## src/rtl/if_fetch_queue_if.sv

```systemverilog
// Fetch queue bus: PC-stage capture, flush and the decode-side valid/ready head port.
// The master side is the PC stage / decode pair, the slave side is the queue.
interface if_fetch_queue_if #(
  parameter int DEPTH  = 4,
  parameter int ADDR_W = 32,
  parameter int INST_W = 32
);
  localparam int CNT_W = $clog2(DEPTH) + 1;

  logic              ce;
  logic [ADDR_W-1:0] pc_i;
  logic [INST_W-1:0] inst_i;
  logic              stall_o;
  logic              flush_i;
  logic              id_valid;
  logic              id_ready;
  logic [ADDR_W-1:0] id_pc;
  logic [INST_W-1:0] id_inst;
  logic [CNT_W-1:0]  count_o;

  modport master (
    output ce, pc_i, inst_i, flush_i, id_ready,
    input  stall_o, id_valid, id_pc, id_inst, count_o
  );

  modport slave (
    input  ce, pc_i, inst_i, flush_i, id_ready,
    output stall_o, id_valid, id_pc, id_inst, count_o
  );
endinterface

```

## src/rtl/if_fetch_queue.sv

```systemverilog
// Fetch-side FIFO between the PC stage and decode; stall_o holds the PC while full.
// Optional IFQ_BYPASS_EN: an empty queue forwards the incoming pair combinationally.
module if_fetch_queue #(
  parameter int DEPTH  = 4,
  parameter int ADDR_W = 32,
  parameter int INST_W = 32
) (
  input  logic               clk,
  input  logic               rst,
  if_fetch_queue_if.slave    bus
);
  localparam int PTR_W = $clog2(DEPTH);
  localparam int CNT_W = PTR_W + 1;

  logic [ADDR_W-1:0] r_pc_mem   [DEPTH];
  logic [INST_W-1:0] r_inst_mem [DEPTH];
  logic [PTR_W-1:0]  r_rd_ptr, r_wr_ptr;
  logic [CNT_W-1:0]  r_count;

  logic w_full, w_empty, w_push, w_pop, w_byp;

  assign w_full  = (r_count == CNT_W'(DEPTH));
  assign w_empty = (r_count == '0);

`ifdef IFQ_BYPASS_EN
  assign w_byp = w_empty & bus.ce & ~bus.flush_i;
`else
  assign w_byp = 1'b0;
`endif

  // A bypassed pair that decode takes right away never occupies an entry.
  assign w_pop  = ~w_empty & bus.id_ready & ~bus.flush_i;
  assign w_push = bus.ce & ~w_full & ~bus.flush_i & ~(w_byp & bus.id_ready);

  always_ff @(posedge clk) begin
    if (rst) begin
      r_rd_ptr <= '0;
      r_wr_ptr <= '0;
      r_count  <= '0;
    end else if (bus.flush_i) begin
      r_rd_ptr <= '0;
      r_wr_ptr <= '0;
      r_count  <= '0;
    end else begin
      if (w_push) r_wr_ptr <= r_wr_ptr + 1'b1;
      if (w_pop)  r_rd_ptr <= r_rd_ptr + 1'b1;
      case ({w_push, w_pop})
        2'b10:   r_count <= r_count + 1'b1;
        2'b01:   r_count <= r_count - 1'b1;
        default: r_count <= r_count;
      endcase
    end
  end

  always_ff @(posedge clk) begin
    if (w_push) begin
      r_pc_mem[r_wr_ptr]   <= bus.pc_i;
      r_inst_mem[r_wr_ptr] <= bus.inst_i;
    end
  end

  // Empty queue reads as a NOP at address 0 unless the bypass is forwarding.
  always_comb begin
    bus.id_valid = 1'b0;
    bus.id_pc    = '0;
    bus.id_inst  = '0;
    if (!w_empty) begin
      bus.id_valid = 1'b1;
      bus.id_pc    = r_pc_mem[r_rd_ptr];
      bus.id_inst  = r_inst_mem[r_rd_ptr];
    end else if (w_byp) begin
      bus.id_valid = 1'b1;
      bus.id_pc    = bus.pc_i;
      bus.id_inst  = bus.inst_i;
    end
  end

  assign bus.stall_o = w_full;
  assign bus.count_o = r_count;
endmodule
```

## src/flat_wrapper.sv

```systemverilog
// flat-port wrapper written by rule: the top's interface ports become plain ports
module if_fetch_queue_flat 
#(
  parameter int DEPTH  = 4,
  parameter int ADDR_W = 32,
  parameter int INST_W = 32
)
  (clk, rst, bus_ce, bus_pc_i, bus_inst_i, bus_flush_i, bus_id_ready, bus_stall_o, bus_id_valid, bus_id_pc, bus_id_inst, bus_count_o);
  if_fetch_queue_if #(.DEPTH(DEPTH), .ADDR_W(ADDR_W), .INST_W(INST_W)) bus_i ();
  input  logic clk;
  input  logic rst;
  input wire logic [$bits(bus_i.ce)-1:0] bus_ce;
  input wire logic [$bits(bus_i.pc_i)-1:0] bus_pc_i;
  input wire logic [$bits(bus_i.inst_i)-1:0] bus_inst_i;
  input wire logic [$bits(bus_i.flush_i)-1:0] bus_flush_i;
  input wire logic [$bits(bus_i.id_ready)-1:0] bus_id_ready;
  output wire logic [$bits(bus_i.stall_o)-1:0] bus_stall_o;
  output wire logic [$bits(bus_i.id_valid)-1:0] bus_id_valid;
  output wire logic [$bits(bus_i.id_pc)-1:0] bus_id_pc;
  output wire logic [$bits(bus_i.id_inst)-1:0] bus_id_inst;
  output wire logic [$bits(bus_i.count_o)-1:0] bus_count_o;
  assign bus_i.ce = bus_ce;
  assign bus_i.pc_i = bus_pc_i;
  assign bus_i.inst_i = bus_inst_i;
  assign bus_i.flush_i = bus_flush_i;
  assign bus_i.id_ready = bus_id_ready;
  assign bus_stall_o = bus_i.stall_o;
  assign bus_id_valid = bus_i.id_valid;
  assign bus_id_pc = bus_i.id_pc;
  assign bus_id_inst = bus_i.id_inst;
  assign bus_count_o = bus_i.count_o;
  if_fetch_queue #(.DEPTH(DEPTH), .ADDR_W(ADDR_W), .INST_W(INST_W)) u_core (.clk(clk), .rst(rst), .bus(bus_i));
endmodule
```

## config.mk

```make
export PLATFORM = sky130hd
export DESIGN_NAME = if_fetch_queue_flat
export DESIGN_NICKNAME = d
export VERILOG_FILES = /design/src/rtl/if_fetch_queue_if.sv /design/src/rtl/if_fetch_queue.sv /design/src/flat_wrapper.sv
export SDC_FILE = /design/constraint.sdc
export NUM_CORES = 1
export LEC_CHECK = 0
export ABC_CLOCK_PERIOD_IN_PS = 4300
export CAP_MARGIN = 10
export CORE_ASPECT_RATIO = 2
export CORE_MARGIN = 10
export CORE_UTILIZATION = 52
export CTS_BUF_LIST = sky130_fd_sc_hd__clkbuf_4 sky130_fd_sc_hd__clkbuf_8
export CTS_CLUSTER_DIAMETER = 120
export DETAILED_ROUTE_END_ITERATION = 10
export GPL_ROUTABILITY_DRIVEN = 1
export PLACE_DENSITY = 0.79
export SYNTH_ARGS = -nofsm -noshare
export SYNTH_HDL_FRONTEND = slang
export SYNTH_SLANG_ARGS = --single-unit
```

## constraint.sdc

```tcl
create_clock -name clk -period 4.3 [get_ports clk]
set_input_delay 0.86 -clock clk [delete_from_list [all_inputs] [get_ports clk]]
set_output_delay 0.86 -clock clk [all_outputs]
set_load 0.01 [all_outputs]
```

==> summary.txt <==
Outcome
  • Status: finished clean

Placed design
  • Final HPWL DP: 12860 um
  • Port Buffer Count: 137
  • GPL Wtd Cong: 0.7532
  • Pre-CTS worst setup slack: 0.9759 ns
  • DP Area: 11830 sq um

Route
  • DRC: 0
  • Via count: 4892
  • First DRT Iteration DRCs: 297
  • Drt total wl: 20520 um
  • Final ANT Viol Nets: 0
  • Pre-antenna DRT Iters: 4
  • Vias per cell: 5.454
  • Wire per inst: 22.87 um

Synth
  • Netlist Area Pre-Place: 10230 sq um
  • Post-synth EDFFs: 256
  • Main synth FF type: edfxtp_1
  • Asr flop ratio synth: 0%
  • Post-synth top area cell: edfxtp_1
  • Synth Warn #: 0
  • Post-Syn Nets: 536
  • Syn Area/Cell: 22.20 sq um
  • Netlist cell types: 29
  • Cells after synthesis: 461
  • Synth area leaders: edfxtp_1 (75%), mux4_2 (13%), and2_1 (3.9%)
  • Top cell type's share of synthesized area: 75.11%
  • Seq/Total Area, Yosys: 76.87%
  • Number of synthesized register bits: 265

Critical path
  • R2R setup slack: 1.77 ns
  • Crit path DAT: 2.90 ns
  • Crit. End Element: primary output
  • WP data required: 3.44 ns
  • Worst Path Max Fanout: 27
  • CP Capture Point: bus_id_pc[3]
  • Critical path class: flop to primary output
  • Worst reg2reg startpoint: u_core.bus.count_o[2]
  • Reg2Reg Depth: 9
  • FF-to-FF End: u_core.bus.count_o[2]
  • Startpoint Class: flop

GRT
  • First-pass GRT wire length: 31610 um
  • Largest net degree at the start of global routing: 66
  • Grt ovf: 0
  • Vias in the first global route: 5505
  • Initial antenna violation count: 4
  • Total track usage: 15.76%

Power and ir drop
  • Flop pwr share: 59.5%
  • Internal power: 3902 uW
  • Peak supply drop: 328.9 uV
  • Sw Ratio: 19.34%
  • Comb pwr share: 4.9%
  • Cell Pwr Density: 388.0 nW/um^2
  • Clk pwr share: 35.6%
  • Sw Pwr: 935.5 uW
  • Pleak: 0.003925 uW

STA
  • Final period util: 87.37%
  • Max-Slew Margin vs Limit: 29.28%
  • Final setup violation count: 0
  • Fin. Hold Viols: 0
  • Tightest Pin Transition: 1.061 ns
  • Highest clock rate: 0.2662 GHz
  • Clock skew: 0.01458 ns
  • Final worst setup slack: 0.5429 ns
  • Minimum clock period: 3.757 ns
  • Setup_tns: 0 ns
  • Max-slew violation count: 0
  • RSZ-0062 raised after global routing: false

Hold path
  • Worst hold path type: flop to flop

CTS
  • Htree depth: 2
  • Clock buffer count from CTS: 35
  • Hold Buf Count CTS: 0
  • CTS sink count: 265
  • Clock Latency Late Sink: 0.50 ns
  • Reg clk slew, reported paths: 0.06 ns
  • Post_cts resized: 0
  • CTS tree: yes
  • Cell chosen for the clock root: clkbuf_8
  • # Post-CTS Setup Buffers: 0
  • Clock tree buffer depth: 3

Run
  • Max Cap Viol: 0

Final layout
  • P&R area growth vs syn: 21.81%
  • Design area: 12470 sq um
  • Layout Nets: 691
  • Util after Layout: 64.37%
  • Ratio of cells with drive above 1 in the final layout: 19.50%
  • Fill count: 1319

Floorplan
  • Core Region: 19370 sq um
  • Row Count: 72
  • Die area: 26030 sq um
  • Die height: 218.4 um
  • Initial Util: 52.84%
  • DIE WIDTH: 119.2 um
  • # IOs: 138
## cells in the mapped netlist, drive strengths merged (2+ instances only)
master and number:
edfxtp 256, and2 65, mux4 64, buf 14, clkbuf 9, dfxtp 9, nor2 8, inv 7
ha 5, and3 4, xor2 4, a21oi 3, o31ai 2, or3 2
## flip-flops by register name, summed over array words and instances, names as in the netlist, named ones only
register and cells:
u_core.r_pc_mem 128, u_core.r_inst_mem 128, u_core.bus.count_o 3, u_core.r_rd_ptr 2, u_core.r_wr_ptr 2
## per-layer routing
layer	track usage (%)	up-vias	routed length [um]
li1	-	2174	-
met1	16.09	2530	7030
met2	29.25	139	11650
met3	4.286	45	1159
met4	6.710	4	641
met5	0	-	32
## final cells by class
type / instances / area (sq um) / share of cell area [%]
Clock inverter: 8 / 31.28 / 0.2509
Sequential cell: 265 / 7875 / 63.17
Clock buffer: 49 / 605.6 / 4.857
Inverter: 7 / 26.28 / 0.2108
Timing Repair Buffer: 141 / 1439 / 11.54
Multi-Input combinational cell: 166 / 2161 / 17.33
Antenna cell: 2 / 5.005 / 0.04014
Tap cell: 259 / 324.1 / 2.599
## power groups by stage
stage	sequential, uW	clock, uW	combinational, uW
detailed placement	2940	0	241
finish	2880	1720	237
CTS	2880	1770	242
global route	2880	1870	255
global placement	2930	0	231
floorplan	2930	0	92.3
## worst min path at each step
stage	startpoint	end	cells after the start
after global routing	u_core.bus.count_o[2]	u_core.bus.count_o[2]	2
final	u_core.r_rd_ptr[1]	flop	2
after floorplan	u_core.r_rd_ptr[1]	flop	2
after detailed placement	u_core.r_rd_ptr[0]	u_core.r_rd_ptr[0]	2
after global placement	u_core.r_rd_ptr[1]	flop	2
after CTS	u_core.r_rd_ptr[0]	u_core.r_rd_ptr[0]	2
## layout by cell type (no fill, tap or decap), drive strengths merged
cell type and instances:
a21oi 3, clkbuf 49, ha 5, clkdlybuf4s50 137, and3 4, buf 4, diode 2, nand4 1
fa 1, dfxtp 9, mux4 64, inv 7, and2 65, nor2 8, o31ai 2, nand3 1
or3 2, nor2b 1, o311ai 1, edfxtp 256, or3b 1, clkinv 8, or2 1, o21ai 1
a21o 1, xor2 4
## cell families (layout without fill, tap and decap cells)
logic type | count (synthesis) | in the layout | synth area share [%]
AO/OA/AOI/OAI | 8 | 8 | 0.5501
XOR/XNOR | 4 | 4 | 0.3423
adder cells (fa/ha/maj) | 6 | 6 | 0.8069
buffers and inverters | 30 | 205 | 2.225
flip-flops | 265 | 265 | 76.87
multiplexers | 64 | 64 | 14.23
other | 0 | 2 | 0
AND/OR/NAND/NOR | 84 | 84 | 4.976
## stage by stage
stage	total power [uW]	hold slack, ns	cells
CTS	4894	0.5465	895
detailed placement	3177	0.5184	838
finish	4838	0.5403	897
global route	5005	0.5952	896
floorplan	3025	0.4847	461
global placement	3163	0.5008	838
## worst max-delay path: stages, from the launching register on
cell and delay [ns]:
dfxtp_4 0.70, buf_4 0.44, mux4_2 0.57, and2_1 0.18, clkdlybuf4s50_1 0.50
No activity file was read; power rests on OpenSTA's default activity.
